File: src/rtl/mux_n_skid.sv
// Registered N-way data selector with valid/ready on both sides.
// A head register plus one skid entry keeps full throughput while in_ready stays a pure flop.
module mux_n_skid #(
  parameter int unsigned WIDTH = 32,
  parameter int unsigned N_IN  = 4,
  localparam int unsigned SEL_W = $clog2(N_IN)
) (
  input  logic                  clk,
  input  logic                  rst_n,
  input  logic [N_IN*WIDTH-1:0] in_data,
  input  logic [SEL_W-1:0]      sel,
  input  logic                  in_valid,
  output logic                  in_ready,
  output logic [WIDTH-1:0]      out_data,
  output logic                  out_err,
  output logic                  out_valid,
  input  logic                  out_ready
);

  typedef struct packed {
    logic             err;
    logic [WIDTH-1:0] data;
  } beat_t;

  beat_t in_beat_c;
  beat_t head_q;
  beat_t skid_q;
  logic  skid_valid;
  logic  accept_c;
  logic  emit_c;

  // Out-of-range selects produce a zero beat with err set instead of aliasing.
  always_comb begin
    in_beat_c      = '0;
    in_beat_c.err  = 1'b1;
    for (int unsigned k = 0; k < N_IN; k++) begin
      if (32'(sel) == k) begin
        in_beat_c.data = in_data[k*WIDTH +: WIDTH];
        in_beat_c.err  = 1'b0;
      end
    end
  end

  assign accept_c = in_valid && in_ready;
  assign emit_c   = out_valid && out_ready;

  // While the skid is full in_ready is low, so only the drain path can fire.
  always_ff @(posedge clk or negedge rst_n) begin
    if (!rst_n) begin
      head_q     <= '0;
      skid_q     <= '0;
      out_valid  <= 1'b0;
      skid_valid <= 1'b0;
      in_ready   <= 1'b1;
    end else if (skid_valid) begin
      if (emit_c) begin
        head_q     <= skid_q;
        skid_valid <= 1'b0;
        in_ready   <= 1'b1;
      end
    end else if (accept_c) begin
      if (!out_valid || emit_c) begin
        head_q    <= in_beat_c;
        out_valid <= 1'b1;
      end else begin
        skid_q     <= in_beat_c;
        skid_valid <= 1'b1;
        in_ready   <= 1'b0;
      end
    end else if (emit_c) begin
      out_valid <= 1'b0;
    end
  end

  assign out_data = head_q.data;
  assign out_err  = head_q.err;

endmodule

File: config.mk
export PLATFORM = sky130hd
export DESIGN_NAME = mux_n_skid
export DESIGN_NICKNAME = d
export VERILOG_FILES = /design/src/rtl/mux_n_skid.sv
export SDC_FILE = /design/constraint.sdc
export NUM_CORES = 1
export LEC_CHECK = 0
export ABC_CLOCK_PERIOD_IN_PS = 1660
export CORE_AREA = 2 2 106 108
export DETAILED_ROUTE_END_ITERATION = 8
export DIE_AREA = 0 0 108 110
export GPL_TIMING_DRIVEN = 0
export PLACE_DENSITY = 0.82
export SYNTH_ARGS = -nofsm -noshare
export SYNTH_HDL_FRONTEND = slang
export SYNTH_SLANG_ARGS = --single-unit
File: constraint.sdc
create_clock -name clk -period 1.66 [get_ports clk]
set_input_delay 0.332 -clock clk [delete_from_list [all_inputs] [get_ports clk]]
set_output_delay 0.332 -clock clk [all_outputs]
set_load 0.05 [all_outputs]
# After elaboration in Yosys (flattened, before gate mapping)
# Index checks and enable logic that the tools add are counted.
totals:
  register_bits: 69
  output_inout_bits: 35
  inputBits: 134
classes:
  n_eq_ne: 6
  bitwise_logic: 2
  reduce_logical: 12
  mux: 19
op_table:
  columns: ["operator", "n"]
  rows:
  - ["$mux W33", 8]
  - ["$reduce_and A3 Y1", 4]
  - ["$mux W1", 11]
  - ["$reduce_bool A2 Y1", 3]
  - ["$eq A2 B2 Y1 const B", 2]
  - ["$ne A2 B1 Y1 const B", 2]
  - ["$eq A2 B1 Y1 const B", 1]
  - ["$logic_and A1 B1 Y1", 2]
  - ["$logic_not A2 Y1", 1]
  - ["$ne A2 B2 Y1 const B", 1]
  - ["$not A1 Y1", 2]
  - ["$logic_not A1 Y1", 1]
  - ["$logic_or A1 B1 Y1", 1]

# Longest topological paths before layout
# Gate-level depths: netlist (run 1).
depth:
  word_depth: 8
  mapped_depth: 5
  mapped_depth_nobuf: 3

# Least setup slack after synthesis (run 1)
# OpenSTA, ideal clock, no wires.
synth_timing:
  path_kind: "register to register"
  from: "reg in_ready"
  to: "reg skid_q[10] in the netlist's numbering"
  setup_time_ns: 0.125
  slack_ns: -0.181
  required_ns: 1.535
  arrival_time_ns: 1.716
  stages_incl_launch_ff: 5
  cell_sequence: "dfstp_2 > nand3b_1 > nor2_2 > buf_2 > mux2_2"
synth_between:
  elab_chain_len: 2
synth_rtl:
  columns: ["element", "line", "text"]
  rows:
  - ["start, declared", "13", "output logic in_ready,"]
  - ["start signal, assigned", "54", "in_ready <= 1'b1;"]
  - ["start signal, assigned", "59", "in_ready <= 1'b1;"]
  - ["start signal, assigned", "68", "in_ready <= 1'b0;"]
  - ["$logic_and A1 B1 Y1", "44", "assign accept_c = in_valid && in_ready;"]
  - ["$reduce_and A3 Y1 (no line)", null, null]
  - ["end signal, assigned", "66", "skid_q <= in_beat_c;"]
  - ["end, declared", "27", "beat_t skid_q;"]
# Every way passes these cells.
# A chain may end at the register's enable or synchronous reset.

# Worst setup path in the final report (run 1)
layout_timing:
  from: "reg in_ready"
  to: "reg head_q (netlist bit out_data[31])"
layout_between:
  elab_chain_len: 3
layout_rtl:
  columns: ["element", "line", "text"]
  rows:
  - ["$logic_and A1 B1 Y1", "44", null]
  - ["$reduce_bool A2 Y1 (no line)", null, null]
  - ["$reduce_and A3 Y1 (no line)", null, null]
  - ["end signal, assigned", "57", "head_q <= skid_q;"]
  - ["end signal, assigned", "63", "head_q <= in_beat_c;"]
  - ["end, declared", "26", "beat_t head_q;"]
# Every way passes these cells.

==> impl_metrics.toml, run 1 <==
[global_route]
grt_pass1_wl_um = 17780
gr-total-overflow = 0
antenna_found_initial = 0
track_usage_pct = 19.83
first_global_vias = 3473
grt_max_degree = 70

[placement]
place_congestion = 0.6997
placed_cell_area_um2 = 5547
hpwl_um = 8175
io_buffers = 167
dp.cells = 550

[synth]
ys.warnings.count = 0
ys_types = 24
syn_area_um2 = 3677
avgSynthCellArea_um2 = 15.13
yosysSeqAreaShare_pct = 46.99
ys_seq_elements = 69
synth_nets = 377
synthCells = 243

[run_status]
violations = "negative setup slack"
run_status = "finished with violations"

[detailed_routing]
first_pass_iters = 4
drt_iter0_markers = 113
via_count = 3226
wirelength_um = 11770
drtAntennaViolNets = 0
drc_errors = 0
wl_per_cell_um = 19.98
vias_per_cell = 5.477

[power]
powerDensity_nw_per_um2 = 591.3
p_int_uw = 2821
p_comb_share_pct = 16.3
p_switching_uw = 863.4
ir_drop_mv = 0.3322
pwr-share-seq_pct = 45.6
p_total_uw = 3684
switching_share_pct = 23.44
p_leak_uw = 0.002856
power_frac_clock_pct = 38.1

[die]
coreArea_um2 = 10700
rows = 38
io_pins = 169
die_y_um = 110
initial_utilization_pct = 34.37
dieWidth_um = 108
die_area_um2 = 11880

[cells_and_area]
nets = 579
final_common_cell = "clkdlybuf4s50_1"
final_cells = 589
num-fill-cells = 851
antenna_cells = 0
final_util_pct = 58.25
layout_common_cells = "clkdlybuf4s50_1 (130), dfrtp_1 (68), and4_1 (33), dlygate4sd2_1 (33), a221o_1 (32)"
area_delta_synth_final_pct = 69.45
stdcell_area_um2 = 6231
drive_above_1_share_pct = 28.06

[cts]
cts_hold_buf = 0
cts_buffers = 9
clk_latency_ns = 0.35
clock_sinks = 69
cts.path.max_buffers = 2
cts_root_buffer = "clkbuf_8"
clk_pin_slew_ns = 0.09
cts_tree = "yes"
h-tree-depth = 3

[timing]
final_hold_viol_count = 0
fin_crit_ns = 1.758
rsz0062_at_grt = "yes"
slew_violations = 0
worst_pin_slew_ns = 0.8967
skew_ns = 0.01449
fmax_ghz = 0.5687
min_period_over_period_pct = 105.9
relSlewSlack_pct = 40.22
setup_ws_ns = -0.09843
setup_violations = 36

[worst_setup_path]
crit-reg2reg-launch = "in_ready"
crit_type = "register to register"
r2r-end = "out_data[31]"
cp_max_fo = 7
reg2reg_depth = 6
crit_required_ns = 1.89
worstSetupStartpointType = "register"
r2r_slack_ns = -0.1
end_kind = "register"
cp_data_arrival_time_ns = 1.99

[hold_path]
hold_path_class = "primary input to async pin"

[job]
maxCapViolations = 0
-- critical path: stages, from the launching register on --
cell and delay, ns:
dfstp_2 0.54, nand3b_1 0.11, buf_6 0.14, a22o_4 0.29
buf_12 0.15, buf_16 0.12, a221o_1 0.31
-- layer usage --
metal  vias to the layer above  wire length, µm  GRT usage, %  part of all wire (%)
met5                         -                0             0                     0
met4                         0              152         6.593                   1.3
met1                      1656             4577         23.29                    39
met2                       128             6263         35.98                    53
li1                       1427                -             -                     -
met3                        15              773         4.468                   6.6
-- cells in the mapped netlist --
master	count	area [µm²]
dfrtp_1	68	1702
mux4_2	30	675.7
buf_1	3	11.26
clkbuf_1	11	41.29
nor2_2	1	6.260
o21ai_0	1	5.000
a21o_1	2	15.01
nor2b_1	1	6.260
nand3b_1	2	15.01
and4_1	33	289.0
a22o_1	1	8.760
nand2_1	3	11.26
nor2_1	1	3.750
nor3b_2	1	12.51
mux4_1	2	52.55
a221o_1	32	320.3
nand2b_1	1	6.260
buf_2	9	45.04
inv_1	1	3.750
buf_6	4	45.04
a21oi_1	2	10.01
clkbuf_2	1	5.000
dfstp_2	1	26.28
mux2_2	32	360.4
-- worst max-delay path by stage --
stage	startpoint	endpoint	slack [ns]
floorplan	in_ready	out_data[10]	-0.14
global placement	rst_n	skid_q[18]	-2.09
detailed placement	sel[1]	out_data[1]	-0.74
CTS	in_ready	in_ready	-0.11
global route	in_ready	out_data[31]	-0.16
finish	in_ready	out_data[31]	-0.1
-- power by group through the flow --
stage | clock [µW] | sequential (µW) | combinational (µW)
final | 1400 | 1680 | 601
after global routing | 1490 | 1680 | 640
after CTS | 1430 | 1680 | 601
after detailed placement | 0 | 1710 | 593
after global placement | 0 | 1710 | 577
after floorplan | 0 | 1710 | 199
-- cells by family (layout without fill, tap and decap cells) --
kind of cell	Yosys count	in the layout	synth area share [%]
compound gates	38	38	9.765
buf+inv	29	235	4.117
flops	69	69	46.99
mux	64	64	29.60
simple gates	43	43	9.527
-- flip-flops by register name, summed over array words and instances (netlist names) --
signal      cells
out_err         1
out_valid       1
skid_q         33
out_data       32
in_ready        1
skid_valid      1
-- final cells by class --
type / count / area [µm²] / area share, %
multi-input combinational: 145 / 1927 / 30.92
tap: 140 / 175.2 / 2.811
buffer: 27 / 242.7 / 3.896
inverter: 1 / 3.754 / 0.06024
sequential: 69 / 1728 / 27.73
timing repair buffer: 192 / 1956 / 31.39
clock buffer: 10 / 137.6 / 2.209
clock inverter: 5 / 61.31 / 0.9839
-- through the flow --
step           hold WS [ns]  setup slack, ns  setup TNS [ns]
3_3_place_gp         0.4765           -2.095         -183.16
2_1_floorplan       0.03641          -0.1376          -7.860
3_5_place_dp         0.4848          -0.7439          -41.85
4_1_cts              0.1332          -0.1123          -1.413
5_1_grt              0.1699          -0.1602          -4.348
6_report            0.09732         -0.09843          -1.256
-- repair_timing --
action / in CTS / in global routing
pin swaps: 3 / 8
endpoints found under the setup margin: 96 / 65
gates resized for setup: 76 / 39
buffers inserted: 12 / 8
gates cloned: 4 / 3
Power figures use the tool's default switching activity.
==> run 2: changes to the inputs <==
--- a/config.mk
+++ b/config.mk
@@ -5,12 +5,12 @@
 export SDC_FILE = /design/constraint.sdc
 export NUM_CORES = 1
 export LEC_CHECK = 0
-export ABC_CLOCK_PERIOD_IN_PS = 1660
+export ABC_CLOCK_PERIOD_IN_PS = 2200
 export CORE_AREA = 2 2 106 108
 export DETAILED_ROUTE_END_ITERATION = 8
 export DIE_AREA = 0 0 108 110
 export GPL_TIMING_DRIVEN = 0
-export PLACE_DENSITY = 0.82
+export PLACE_DENSITY = 0.79
 export SYNTH_ARGS = -nofsm -noshare
 export SYNTH_HDL_FRONTEND = slang
 export SYNTH_SLANG_ARGS = --single-unit
==> constraint.sdc (replaced) <==
create_clock -name clk -period 2.2 [get_ports clk]
set_input_delay 0.44 -clock clk [delete_from_list [all_inputs] [get_ports clk]]
set_output_delay 0.44 -clock clk [all_outputs]
set_load 0.05 [all_outputs]
==> run 2 against run 1 <==
  * The flow now finishes without violations
  * Largest power group unchanged
  * Routed wire length down 7.7%
  * Via count down 5.9%
  * Largest cell class unchanged
  * Count of clock-buffer cells in the layout up 1
  * Sequential power down 24%
  * Critical path depth down 5
==> impl_metrics.toml, run 2 (synthesized netlist as in run 1, its figures left out) <==
[die]
io_pins = 169
die_area_um2 = 11880
dieWidth_um = 108
die_y_um = 110
coreArea_um2 = 10700
rows = 38
initial_utilization_pct = 34.37

[detailed_routing]
wl_per_cell_um = 19.19
first_pass_iters = 4
vias_per_cell = 5.366
wirelength_um = 10860
via_count = 3037
drc_errors = 0
drtAntennaViolNets = 0
drt_iter0_markers = 136

[cells_and_area]
num-fill-cells = 901
area_delta_synth_final_pct = 55.29
final_util_pct = 53.38
layout_common_cells = "clkdlybuf4s50_1 (166), dfrtp_1 (68), and4_1 (33)"
nets = 555
antenna_cells = 0
stdcell_area_um2 = 5710
largest-register = "skid_q"
largest_register_ffs = 33
final_common_cell = "clkdlybuf4s50_1"
drive_above_1_share_pct = 23.00

[cts]
h-tree-depth = 3
clk_pin_slew_ns = 0.07
clk_latency_ns = 0.34
cts_hold_buf = 0
cts_tree = "yes"
cts_buffers = 9
cts_root_buffer = "clkbuf_8"
cts.path.max_buffers = 2
clock_sinks = 69

[power]
ir_drop_mv = 0.2421
p_int_uw = 2044
powerDensity_nw_per_um2 = 469.7
p_comb_share_pct = 16.5
pwr-share-seq_pct = 47.3
p_leak_uw = 0.002454
p_switching_uw = 638.2
p_total_uw = 2682
power_frac_clock_pct = 36.2
switching_share_pct = 23.80

[placement]
placed_cell_area_um2 = 5522
pre_cts_ws_ns = -0.3033
place_congestion = 0.7223
io_buffers = 167
hpwl_um = 8131

[timing]
min_period_over_period_pct = 96.92
fin_crit_ns = 2.132
relSlewSlack_pct = 40.90
slew_violations = 0
setup_violations = 0
final_hold_viol_count = 0
worst_pin_slew_ns = 0.8865
skew_ns = 0.01519
rsz0062_at_grt = "no"
fmax_ghz = 0.4690
whs_ns = 0.2111
setup_ws_ns = 0.06786

[hold_path]
hold_path_class = "primary input to async pin"

[global_route]
antenna_found_initial = 0
first_global_vias = 3221
grt_pass1_wl_um = 17040
gr-total-overflow = 0
grt_max_degree = 70
track_usage_pct = 18.81

[worst_setup_path]
crit_required_ns = 1.76
cp_data_arrival_time_ns = 1.69
worst-path-stages = 1
end_kind = "output pin"
worstPathCellList = "clkdlybuf4s50_1"
cp_max_fo = 4
crit_type = "register to output pin"
max_stage_delay_ns = 0.81
crit_family = "buffers and inverters"
r2r_slack_ns = 0.29
worst-path-buf-inv = 1
reg2reg_depth = 4
worstSetupStartpointType = "register"
crit_path_top_delay_cell = "clkdlybuf4s50_1"

[job]
maxCapViolations = 0

[run_status]
run_status = "completed"
## run 2: cell count changes in the layout (fill, tap and decap cells not counted), moves of 3 or more
| cell | before | now |
|---|---|---|
| buf_6 | 16 | 4 |
| buf_2 | 0 | 9 |
| clkdlybuf4s50_1 | 130 | 166 |
| buf_12 | 4 | 0 |
| mux2_2 | 3 | 32 |
| buf_4 | 12 | 1 |
| clkbuf_1 | 8 | 11 |
| dlygate4sd2_1 | 33 | 0 |
| buf_8 | 4 | 0 |
| mux2_4 | 29 | 0 |
## run 2: power by group through the flow
stage	combinational, µW	clock, µW	sequential [µW]
2_1_floorplan	151	0	1290
3_3_place_gp	434	0	1290
3_5_place_dp	447	0	1290
4_1_cts	449	999	1270
5_1_grt	475	1050	1270
6_report	442	972	1270
## run 2: what timing repair did
item                                   in CTS  in global routing
setup buffers                               0                  0
resized for setup                           0                  2
endpoints found under the hold margin       0                  0
setup endpoints to repair                   0                  5
## run 2: worst paths after layout
check	end	from
setup / recovery	in_ready	in_ready
hold / removal	out_data[2]	rst_n
setup reg to reg	skid_q[22]	in_ready
hold reg to reg	out_err	out_err
max in group asynchronous	out_data[21]	rst_n
min in group clk	out_err	out_err
## run 2: per-stage QoR
step,setup TNS (ns),std cells
finish,0,566
detailed placement,-13.84,550
floorplan,0,243
CTS,0,566
global placement,-121.25,550
global route,0,566
## run 2: final cells by class
type	count	area, µm²	share of cell area, %
Clock inverter	5	35.03	0.6135
Clock buffer	11	151.4	2.651
Timing Repair Buffer	167	1669	29.23
Buffer	28	150.1	2.629
Sequential cell	69	1728	30.26
Tap cell	140	175.2	3.067
Multi-Input combinational cell	145	1798	31.49
Inverter	1	3.754	0.06573
## run 2: routing by layer
metal	track usage, %	up-vias	part of all wire, %	routed length (µm)
met2	31.31	127	50	5485
met4	5.128	0	1.2	127
met5	0	-	0	0
met1	24.14	1527	41	4423
li1	-	1373	-	-
met3	5.467	10	7.6	826
